[src/rtl/dmem_arbiter.sv]
// Data-memory arbiter between the CPU port and a debug/loader port.
// It uses round-robin arbitration, a debug lock with a starvation guard, and tagged one-cycle read return.
module dmem_arbiter #(
  parameter int ADDR_W   = 6,
  parameter int DATA_W   = 16,
  parameter int LOCK_MAX = 8
) (
  input  logic              clk,
  input  logic              rst,
  input  logic              c_req,
  input  logic              c_we,
  input  logic [ADDR_W-1:0] c_addr,
  input  logic [DATA_W-1:0] c_wdata,
  output logic              c_gnt,
  output logic              c_rvalid,
  output logic [DATA_W-1:0] c_rdata,
  input  logic              d_req,
  input  logic              d_we,
  input  logic [ADDR_W-1:0] d_addr,
  input  logic [DATA_W-1:0] d_wdata,
  input  logic              d_lock,
  output logic              d_gnt,
  output logic              d_rvalid,
  output logic [DATA_W-1:0] d_rdata,
  output logic              m_en,
  output logic              m_we,
  output logic [ADDR_W-1:0] m_addr,
  output logic [DATA_W-1:0] m_wdata,
  input  logic [DATA_W-1:0] m_rdata,
  output logic [1:0]        owner
);

  localparam int CNT_W = ($clog2(LOCK_MAX + 1) > 4) ? $clog2(LOCK_MAX + 1) : 4;
  localparam logic [CNT_W-1:0] CNT_MAX = CNT_W'(LOCK_MAX);

  typedef enum logic [1:0] {
    ST_IDLE     = 2'b00,
    ST_CPU_LAST = 2'b01,
    ST_DBG_LAST = 2'b10,
    ST_DBG_LOCK = 2'b11
  } state_t;

  state_t            state_r, state_next_s;
  logic [CNT_W-1:0]  wait_cnt_r, wait_cnt_next_s;
  logic              c_gnt_s, d_gnt_s, starve_s, rd_s;
  logic              pending_r, tag_r;
  logic [DATA_W-1:0] c_rdata_r, d_rdata_r;

  assign starve_s = (wait_cnt_r == CNT_MAX);

  // Grant decision: same-cycle, from requests and the current owner state
  always_comb begin
    c_gnt_s = 1'b0;
    d_gnt_s = 1'b0;
    if (!rst) begin
      case (state_r)
        ST_IDLE, ST_DBG_LAST: begin
          if (c_req) c_gnt_s = 1'b1;
          else       d_gnt_s = d_req;
        end
        ST_CPU_LAST: begin
          if (d_req) d_gnt_s = 1'b1;
          else       c_gnt_s = c_req;
        end
        ST_DBG_LOCK: begin
          // A held lock shuts the CPU out until it has waited LOCK_MAX debug grants.
          if (d_lock && !(c_req && starve_s)) d_gnt_s = d_req;
          else if (c_req)                     c_gnt_s = 1'b1;
          else                                d_gnt_s = d_req;
        end
        default: begin
          c_gnt_s = 1'b0;
          d_gnt_s = 1'b0;
        end
      endcase
    end else begin
      c_gnt_s = 1'b0;
      d_gnt_s = 1'b0;
    end
  end

  // Next owner state and starvation counter
  always_comb begin
    state_next_s    = state_r;
    wait_cnt_next_s = wait_cnt_r;
    if (c_gnt_s) begin
      state_next_s    = ST_CPU_LAST;
      wait_cnt_next_s = '0;
    end else if (d_gnt_s) begin
      if (d_lock) begin
        state_next_s = ST_DBG_LOCK;
        if (state_r == ST_DBG_LOCK && c_req && !starve_s) wait_cnt_next_s = wait_cnt_r + CNT_W'(1);
        else                                              wait_cnt_next_s = wait_cnt_r;
      end else begin
        state_next_s    = ST_DBG_LAST;
        wait_cnt_next_s = '0;
      end
    end else begin
      state_next_s    = state_r;
      wait_cnt_next_s = wait_cnt_r;
    end
  end

  // Owner state and counter registers
  always_ff @(posedge clk) begin
    if (rst) begin
      state_r    <= ST_IDLE;
      wait_cnt_r <= '0;
    end else begin
      state_r    <= state_next_s;
      wait_cnt_r <= wait_cnt_next_s;
    end
  end

  // Memory request mux; everything is zero while no port is granted
  always_comb begin
    m_we    = 1'b0;
    m_addr  = '0;
    m_wdata = '0;
    if (c_gnt_s) begin
      m_we    = c_we;
      m_addr  = c_addr;
      m_wdata = c_wdata;
    end else if (d_gnt_s) begin
      m_we    = d_we;
      m_addr  = d_addr;
      m_wdata = d_wdata;
    end else begin
      m_we    = 1'b0;
      m_addr  = '0;
      m_wdata = '0;
    end
  end

  assign rd_s = (c_gnt_s & ~c_we) | (d_gnt_s & ~d_we);

  // Read-return tracking: tag 0 = CPU, 1 = debug
  always_ff @(posedge clk) begin
    if (rst) begin
      pending_r <= 1'b0;
      tag_r     <= 1'b0;
    end else begin
      pending_r <= rd_s;
      tag_r     <= rd_s ? d_gnt_s : tag_r;
    end
  end

  // The reset gate suppresses a return that was in flight when reset arrived
  assign c_rvalid = pending_r & ~tag_r & ~rst;
  assign d_rvalid = pending_r &  tag_r & ~rst;

  // Last-returned data holders
  always_ff @(posedge clk) begin
    if (rst) begin
      c_rdata_r <= '0;
      d_rdata_r <= '0;
    end else begin
      c_rdata_r <= c_rvalid ? m_rdata : c_rdata_r;
      d_rdata_r <= d_rvalid ? m_rdata : d_rdata_r;
    end
  end

  assign c_rdata = c_rvalid ? m_rdata : c_rdata_r;
  assign d_rdata = d_rvalid ? m_rdata : d_rdata_r;
  assign c_gnt   = c_gnt_s;
  assign d_gnt   = d_gnt_s;
  assign m_en    = c_gnt_s | d_gnt_s;
  assign owner   = state_r;

endmodule

[config.mk]
export PLATFORM = sky130hd
export DESIGN_NAME = dmem_arbiter
export DESIGN_NICKNAME = d
export VERILOG_FILES = /design/src/rtl/dmem_arbiter.sv
export SDC_FILE = /design/constraint.sdc
export NUM_CORES = 1
export LEC_CHECK = 0
export CAP_MARGIN = 5
export CORE_AREA = 4 4 77 79
export DETAILED_ROUTE_END_ITERATION = 12
export DIE_AREA = 0 0 81 83
export GPL_TIMING_DRIVEN = 0
export PLACE_DENSITY = 0.85
export SLEW_MARGIN = 15
export SYNTH_ARGS = -nofsm -noshare
export SYNTH_HDL_FRONTEND = slang
export SYNTH_SLANG_ARGS = --single-unit
[constraint.sdc]
create_clock -name clk -period 5.44 [get_ports clk]
set_clock_uncertainty 0.15 [all_clocks]
set_input_delay 0.816 -clock clk [delete_from_list [all_inputs] [get_ports clk]]
set_output_delay 0.816 -clock clk [all_outputs]
set_load 0.1 [all_outputs]
### Word level (Yosys, flattened, before mapping)

Index checks and enable logic that the tools add are counted.

* add/subtract/negate cells: 1
* $mul: 0
* divide/modulo/power cells: 0
* $lt $le $gt $ge: 0
* equal/unequal tests: 5
* shift-type cells: 0
* multiplexer cells: 23
* bitwise operators: 12
* reductions and logical operators: 11

Operators with widths (number)
* $mux 16: 4
* $mux 1: 13
* $mux 6: 2
* $mux 4: 2
* $and 1x1->1: 6
* $pmux 1 s3: 2
* $add 4x1->4 const B: 1
* $eq 2x2->1 const B: 2
* $eq 4x4->1 const B: 1
* $logic_and 1x1->1: 4
* $not 1->1: 4
* $reduce_or 2->1: 2
* $eq 2x1->1 const B: 1
* $logic_not 1->1: 2
* $logic_not 2->1: 1
* $ne 2x1->1 const B: 1
* $or 1x1->1: 2
* $reduce_and 2->1: 1
* $reduce_bool 2->1: 1

* flip-flop bits (word level): 40
* latch bits: 0
* bits in writable memories: 0
* memory bits (read-only): 0
* input bits: 67
* output and inout bits: 62
* word-level logic and storage cells: 59
* memories: 0

### Depth between registers and ports, before layout

Gate-level depths: netlist (run 1).

* depth in word-level cells: 9
* gate-level depth with buffers: 7
* mapped depth without buffers: 6

### Least setup slack after synthesis (run 1)

Ideal clock, no wire load.

* kind: register -> output
* from: reg state_r[0], in the netlist owner[0]
* to: out m_addr[4]
* arrival: 2.712 ns
* required time: 4.474 ns
* path slack: 1.762 ns
* stages on the path, launching flop included: 6
* buffers on the path: 1
* cells stage by stage: dfxtp_1 nand2b_1 nand3_4 a21oi_2 buf_6 a22o_1

* word-level cells in the longest chain between the ends: 6
* elaborated cells between the ends (all ways): 11
* classes of those cells: eq/ne: 3; mux: 6; reduce/logical: 2

Ends and longest elaborated chain
* start: declaration: line 43 `state_t state_r, state_next_s;`
* start signal: assignment: line 110 `state_r <= state_next_s;`
* $eq 2x2->1 or $logic_not 2->1 (tied branches): line 56 `case (state_r)`
* $reduce_or 2->1: line 56
* $pmux 1 s3 *: line 56
* $mux 1 *: line 55 `if (!rst) begin`
* net d_gnt: line 22 `output logic d_gnt,`
* $mux 6 *: line 124 `end else if (d_gnt_s) begin`
* $mux 6 *: line 120 `if (c_gnt_s) begin`
* end: declaration: line 27 `output logic [ADDR_W-1:0] m_addr,`

The timed path passes the listed nets; every way through them passes the cells marked *.

### Final worst setup path (run 1)

* from: in rst
* to: out m_wdata[5]

* word-level cells in the longest chain between the ends: 3
* elaborated cells between the ends (all ways): 4
* classes of those cells: mux: 4

Ends and longest elaborated chain
* start: declaration: line 9 `input logic rst,`
* $mux 1: line 55
* $mux 16: line 124
* $mux 16 *: line 120
* end: declaration: line 28 `output logic [DATA_W-1:0] m_wdata,`

Every way passes the cells marked *; elsewhere a longest branch is shown, timed or not.

==> summary.txt, run 1 <==
Logic synthesis
  • Largest area contributor in the netlist: dfxtp_1
  • Top cells by area, synth: dfxtp_1, mux2_2, and2_1
  • Synthesized cell area: between 2000 and 2500 sq um
  • Cells after Synth: approximately 190
  • EDFF count, synth: 0
  • Seq/Total Area, Yosys: a little under 40%
  • Most instantiated cells after synthesis: dfxtp_1, and2_1, mux2_2
  • Mapped Nets: between 200 and 300
  • Most common flop cell mapped by yosys: dfxtp_1
  • Yosys reg bits: 40
  • Cell with the most instances after synthesis: dfxtp_1
  • Distinct cells, synth: 39
  • Synth Area per Inst: between 10 and 15 sq um
  • Yosys warns: 0
  • Ys async rst share: 0%
  • Share of the synthesized area in the top cell type: between 30 and 40%

Power and ir drop
  • PwrDens: between 200 and 250 nW/um^2
  • Pleak: around 1.4 nW
  • Max rail drop VDD: 0.156 mV

Placement
  • Final HPWL DP: approximately 5200 um
  • DP Area: approximately 3400 sq um
  • Place WS: ~0.66 ns
  • Gp weighted congestion: 0.867
  • I/O Buffers: approximately 130

Worst setup path
  • CP max FO: 10
  • Slowest CP cell: clkdlybuf4s50_1
  • Startpoint Class: primary input
  • Crit-path cells: clkdlybuf4s50_1, inv_2, buf_6, nand3_4, a21oi_2, buf_4, a22o_1, clkdlybuf4s50_1
  • Crit-path max cell delay: about 1.2 ns
  • Critical Path AT: ~3.8 ns
  • Cell repeated most along the worst path: clkdlybuf4s50_1
  • Worst R2R Path Depth: 7
  • CP endpoint kind: output port
  • Worst path required time: between 4 and 5 ns
  • Worst Setup Path Type: in -> out

CTS
  • CTS sink cnt: 40
  • Hold-fix buffers, CTS: 0
  • Clk slew on worst S/H paths: around 0.070 ns
  • CTS Root Cell: clkbuf_8
  • Cts bufs inserted: 5
  • # Post-CTS Setup Buffers: 0
  • CTS HTree Levels: 2
  • CTS tree: done
  • Clk buf depth: 2
  • Post-CTS resize count: 0
  • Later-pin clock latency in the skew report: approximately 0.3 ns

Die
  • Core ar.: between 5000 and 6000 sq um
  • Die area: just under 7000 sq um
  • Starting Density: around two fifths
  • Die Span Y: 83 um
  • Num ports: about 130
  • Die Wd: 81 um
  • FP Rows: 27

Timing
  • Max frequency: 210 MHz
  • Setup violators final: 0
  • Final Slew Violations: 0
  • Relative slew slack: 31.5%
  • Slew at the pin with the worst max-slew slack: roughly 1.0 ns
  • Crit path time final: 4.76 ns
  • Period utilization: between 80% and 90%
  • RSZ-0062 raised after global routing: no
  • Fin worst setup slack: between 0.6 and 0.7 ns
  • Fin Setup TNS: 0 ns
  • Final hold violation count: 0

Route
  • Final ANT Viol Nets: 0
  • Vias per Instance: around 4.9
  • Wire length per cell: 16.3 um
  • DRC Markers: 0
  • Detailed Route Iter0 Violations: 99
  • Via count: 1936
  • Post-Route WL: about 6500 um
  • Detailed Routing Iterations Pass 1: 6

Hold path
  • Hold crit path type: reg -> reg
  • Min-Delay Path Depth: 2

Global routing
  • Initial antenna violation count: 0
  • Largest net degree at the start of global routing: 13
  • Number of global-route vias before repair: between 2000 and 2500
  • First-pass GRT wire length: 10100 um
  • Tot GR Track Use: about a fifth
  • GRT Residual Overflow: 0

Final layout
  • Share of cells above drive strength 1: between 10% and 20%
  • Area grow syn2layout: 71.4%
  • Fin area: between 3000 and 4000 sq um
  • Net count, final: between 300 and 400
  • Diode count: 0

Run
  • Max-cap violations: 0

Outcome
  • Status: completed
==> cell usage in the layout, fill, tap and decap left out, types with 3 or more instances in the layout <==
| master | synthesis | routed |
|---|---|---|
| clkbuf_1 | 3 | 4 |
| inv_1 | 5 | 5 |
| clkdlybuf4s50_1 | 0 | 128 |
| mux2_2 | 27 | 27 |
| buf_6 | 6 | 6 |
| and2_1 | 32 | 32 |
| a21oi_1 | 4 | 4 |
| nand3_1 | 5 | 5 |
| a22o_2 | 7 | 7 |
| o21ai_0 | 5 | 5 |
| mux2_1 | 5 | 5 |
| dfxtp_1 | 40 | 40 |
| clkbuf_8 | 0 | 6 |
| a22o_1 | 16 | 16 |
| a31oi_1 | 3 | 3 |
==> final timing paths <==
| path | slack (ns) | from | endpoint |
|---|---|---|---|
| max reg2reg | 3.43 | wait_cnt_r[0] | owner[0] |
| max | 0.68 | rst | m_wdata[5] |
| min | 0.40 | owner[1] | owner[1] |
| min reg2reg | 0.40 | owner[1] | owner[1] |
==> logic make-up (layout without fill, tap and decap cells) <==
| kind of cell | Yosys count | in the layout | share of synthesized area (%) |
|---|---|---|---|
| flops | 40 | 40 | 39.0 |
| simple gates | 55 | 55 | 19.1 |
| compound gates | 43 | 43 | 16.8 |
| mux | 33 | 33 | 18.1 |
| fa+ha+maj | 2 | 2 | 1.22 |
| buf+inv | 18 | 154 | 5.73 |
==> cell type report <==
type / count / area, sq um
fill: 456 / 1820
buffer: 11 / 91.3
tap: 72 / 90.1
sequential: 40 / 801
multi-input combinational: 133 / 1130
timing repair buffer: 128 / 1280
clock buffer: 7 / 86.3
clock inverter: 1 / 7.51
inverter: 7 / 26.3
==> per-stage QoR <==
stage / hold WS [ns] / instances / util [%] / total power [W]
final: 0.403 / 399 / 65.9 / 0.000846
after CTS: 0.407 / 399 / 65.9 / 0.000855
after detailed placement: 0.389 / 391 / 64.1 / 0.000646
after floorplan: 0.363 / 191 / - / 0.000536
after global routing: 0.448 / 399 / 65.9 / 0.000876
after global placement: 0.377 / 391 / 64.1 / 0.000643
==> sequential cells by signal, indices dropped and copies added, names as in the netlist <==
| register | flops |
|---|---|
| wait_cnt_r | 4 |
| owner | 2 |
| tag_r | 1 |
| d_rdata_r | 16 |
| c_rdata_r | 16 |
| pending_r | 1 |
==> routing by layer <==
metal | wire, um | global-route usage [%] | vias to the layer above
met1 | 2720 | 22.8 | 900
met3 | 330 | 5.10 | 18
li1 | - | - | 958
met4 | 173 | 8.14 | 0
met2 | 3290 | 32.3 | 60
met5 | 0 | 0 | -
==> worst max-delay path, delay by kind of cell <==
kind	cells	cell delay, ns
AND/OR/NAND/NOR	1	0.10
AO/OA/AOI/OAI	2	0.52
buffers and inverters	5	2.36
==> report_power, final <==
part / switching, W / internal (W)
sequential: 0.00000333 / 0.000299
combinational: 0.000227 / 0.000109
clock: 0.000105 / 0.000103
(Power assumes the default switching activity.)
==> run 2: changes to the inputs <==
--- a/config.mk
+++ b/config.mk
@@ -6,11 +6,12 @@
 export NUM_CORES = 1
 export LEC_CHECK = 0
 export CAP_MARGIN = 5
-export CORE_AREA = 4 4 77 79
+export CORE_AREA = 4 4 70 72
 export DETAILED_ROUTE_END_ITERATION = 12
-export DIE_AREA = 0 0 81 83
+export DIE_AREA = 0 0 74 76
+export DONT_BUFFER_PORTS = 1
 export GPL_TIMING_DRIVEN = 0
-export PLACE_DENSITY = 0.85
+export PLACE_DENSITY = 0.65
 export SLEW_MARGIN = 15
 export SYNTH_ARGS = -nofsm -noshare
 export SYNTH_HDL_FRONTEND = slang
==> constraint.sdc (replaced) <==
create_clock -name clk -period 4 [get_ports clk]
set_clock_uncertainty 0.15 [all_clocks]
set_input_delay 0.6 -clock clk [delete_from_list [all_inputs] [get_ports clk]]
set_output_delay 0.6 -clock clk [all_outputs]
set_load 0.1 [all_outputs]
==> run 2 against run 1 <==
Against the previous run: highest routed layer unchanged; sequential share of layout area increased by 13 points; sequential power is 40% higher; design area fell by 37%; routed wire length decreased by 23%; flip-flop and latch count unchanged; worst hold slack worse by 0.10 ns; non-clock buffer count is 128 lower.
==> summary.txt, run 2 (synthesized netlist as in run 1, its figures left out) <==
Outcome
  • Status: completed (unchanged)

Final layout
  • Most frequent cells in the layout: dfxtp_1, and2_1, mux2_2, a22o_1, a22o_2 (was clkdlybuf4s50_1, dfxtp_1, and2_1, mux2_2, a22o_1)
  • Multi-input gate area: 1130 sq um (unchanged)
  • Fillers: 394 (was 456)
  • Share of cells above drive strength 1: 30.7% (was 18.0%)
  • Area grow syn2layout: 8.85% (was 71.4%)
  • Most common cell after layout, fill and taps aside: dfxtp_1 (was clkdlybuf4s50_1)
  • Fin util: 52.0% (was 65.9%)
  • FF/Latch Area: 802 sq um (was 801 sq um)
  • Fin area: 2230 sq um (was 3520 sq um)
  • Diode count: 0 (unchanged)
  • Top flop regs: c_rdata_r x16, d_rdata_r x16, wait_cnt_r x4 (unchanged)
  • Net count, final: 267 (was 395)
  • Fin cells: 251 (was 399)

CTS
  • Clk slew on worst S/H paths: 0.08 ns (was 0.07 ns)
  • Cts bufs inserted: 5 (unchanged)
  • CTS sink cnt: 40 (unchanged)
  • CTS HTree Levels: 2 (unchanged)
  • Clk buf depth: 2 (unchanged)
  • Later-pin clock latency in the skew report: 0.29 ns (was 0.30 ns)
  • CTS Root Cell: clkbuf_8 (unchanged)
  • # Post-CTS Setup Buffers: 0 (unchanged)
  • CTS tree: done (unchanged)

Route
  • Detailed Routing Iterations Pass 1: 4 (was 6)
  • Final ANT Viol Nets: 0 (unchanged)
  • DRC Markers: 0 (unchanged)
  • Via count: 1507 (was 1936)
  • Wire length per cell: 20.0 um (was 16.3 um)
  • Detailed Route Iter0 Violations: 67 (was 99)
  • Post-Route WL: 5010 um (was 6510 um)
  • Vias per Instance: 6.00 (was 4.85)

Worst setup path
  • Worst Setup Path Type: reg -> out (was in -> out)
  • CP endpoint kind: output port (unchanged)
  • Critical Path AT: 3.12 ns (was 3.80 ns)
  • Worst r2r dst: c_rdata_r[8] (was owner[0])
  • Worst path required time: 3.25 ns (was 4.47 ns)
  • Worst R2R Path Depth: 4 (was 7)
  • CP max FO: 10 (unchanged)
  • RR Startpoint: tag_r (was wait_cnt_r[0])
  • R2R Setup Slk: 1.43 ns (was 3.43 ns)
  • Startpoint Class: flop (was primary input)

Die
  • Num ports: 129 (unchanged)
  • Die Span Y: 76 um (was 83 um)
  • Starting Density: 47.8% (was 38.4%)
  • FP Rows: 24 (was 27)
  • Die Wd: 74 um (was 81 um)
  • Die area: 5620 sq um (was 6720 sq um)
  • Core ar.: 4290 sq um (was 5340 sq um)

Timing
  • Crit path time final: 3.87 ns
  • Period utilization: a little over nine tenths
  • Final hold violation count: 0 (unchanged)
  • Setup violators final: 0 (unchanged)
  • RSZ-0062 raised after global routing: no (unchanged)
  • Fin Setup TNS: 0 ns (unchanged)
  • Relative slew slack: 29.9% (was 31.5%)
  • Max frequency: 259 MHz
  • Final Slew Violations: 0 (unchanged)
  • Slew at the pin with the worst max-slew slack: 1.05 ns (was 1.02 ns)

Hold path
  • Min-Delay Path Depth: 2 (unchanged)
  • Hold Startpoint: c_we (was owner[1])
  • WHS Endpoint: pending_r (was owner[1])
  • Hold crit path type: in -> reg (was reg -> reg)

Power and ir drop
  • Pleak: 0.942 nW (was 1.41 nW)
  • Max rail drop VDD: 0.228 mV (was 0.156 mV)
  • PwrDens: 481 nW/um^2 (was 241 nW/um^2)

Placement
  • Final HPWL DP: 3940 um (was 5150 um)
  • DP Area: 2120 sq um (was 3420 sq um)
  • I/O Buffers: 0 (was 128)
  • Gp weighted congestion: 0.763 (was 0.867)
  • Placed Cells: 243 (was 391)

Global routing
  • Largest net degree at the start of global routing: 15 (was 13)
  • GRT Residual Overflow: 0 (unchanged)
  • Initial antenna violation count: 0 (unchanged)
  • First-pass GRT wire length: 7790 um (was 10100 um)
  • Number of global-route vias before repair: 1471 (was 2073)
  • Tot GR Track Use: 17.5% (was 19.3%)

Run
  • Max-cap violations: 0 (unchanged)
-- run 2: changes by cell type in the layout (fill, tap and decap cells not counted) --
cell and delta:
bufinv_16 +1, clkbuf_1 -1, dfxtp_2 +1, clkdlybuf4s50_1 -128, inv_6 +1, dfxtp_1 -1
clkbuf_8 -1
-- run 2: how the worst max path moves through the flow --
| stage | cells after the start | startpoint | to | slack (ns) |
|---|---|---|---|---|
| finish | 5 | owner[1] | m_addr[4] | 0.13 |
| global route | 5 | owner[1] | m_addr[4] | 0.01 |
| CTS | 5 | owner[0] | m_addr[4] | 0.04 |
| detailed placement | 5 | owner[0] | m_addr[4] | 0.37 |
| global placement | 5 | owner[0] | m_addr[4] | 0.41 |
| floorplan | 5 | owner[0] | m_addr[4] | 0.54 |
-- run 2: layout make-up --
class | instances | area share (%)
buffer | 11 | 4.09
clock buffer | 5 | 3.08
clock inverter | 3 | 2.07
inverter | 7 | 1.18
multi-input combinational | 133 | 50.7
sequential | 40 | 35.9
tap | 52 | 2.91
-- run 2: worst max-delay path, stage by stage, from the launching register on --
cell and delay, ns:
dfxtp_1 1.02, nor2b_1 0.10, a221o_2 0.44, nor2_8 0.15, buf_6 0.28, a22o_1 0.82
-- run 2: layer usage --
metal,vias to the layer above,global-route usage [%],wire [um]
li1,705,-,-
met1,742,21.1,2010
met2,53,27.3,2450
met3,7,7.26,493
met4,0,6.88,65
met5,-,0,0
-- run 2: power by group --
part	internal [W]	switching [W]
Clock	0.000188	0.000151
Sequential	0.000407	0.0000172
Combinational	0.0000440	0.000267
-- run 2: what timing repair did --
| item | 4_1_cts | 5_1_grt |
|---|---|---|
| hold buffers | 0 | 0 |
| gates resized for setup | 0 | 1 |
| endpoints found under the setup margin | 0 | 1 |
-- run 2: metrics by stage --
step                hold WS [ns]  worst slack [ns]  total power (W)
floorplan                  0.363             0.538         0.000729
global placement           0.390             0.410         0.000743
detailed placement         0.401             0.374         0.000746
CTS                        0.294            0.0420          0.00108
global route               0.297           0.00956          0.00111
finish                     0.302             0.133          0.00107
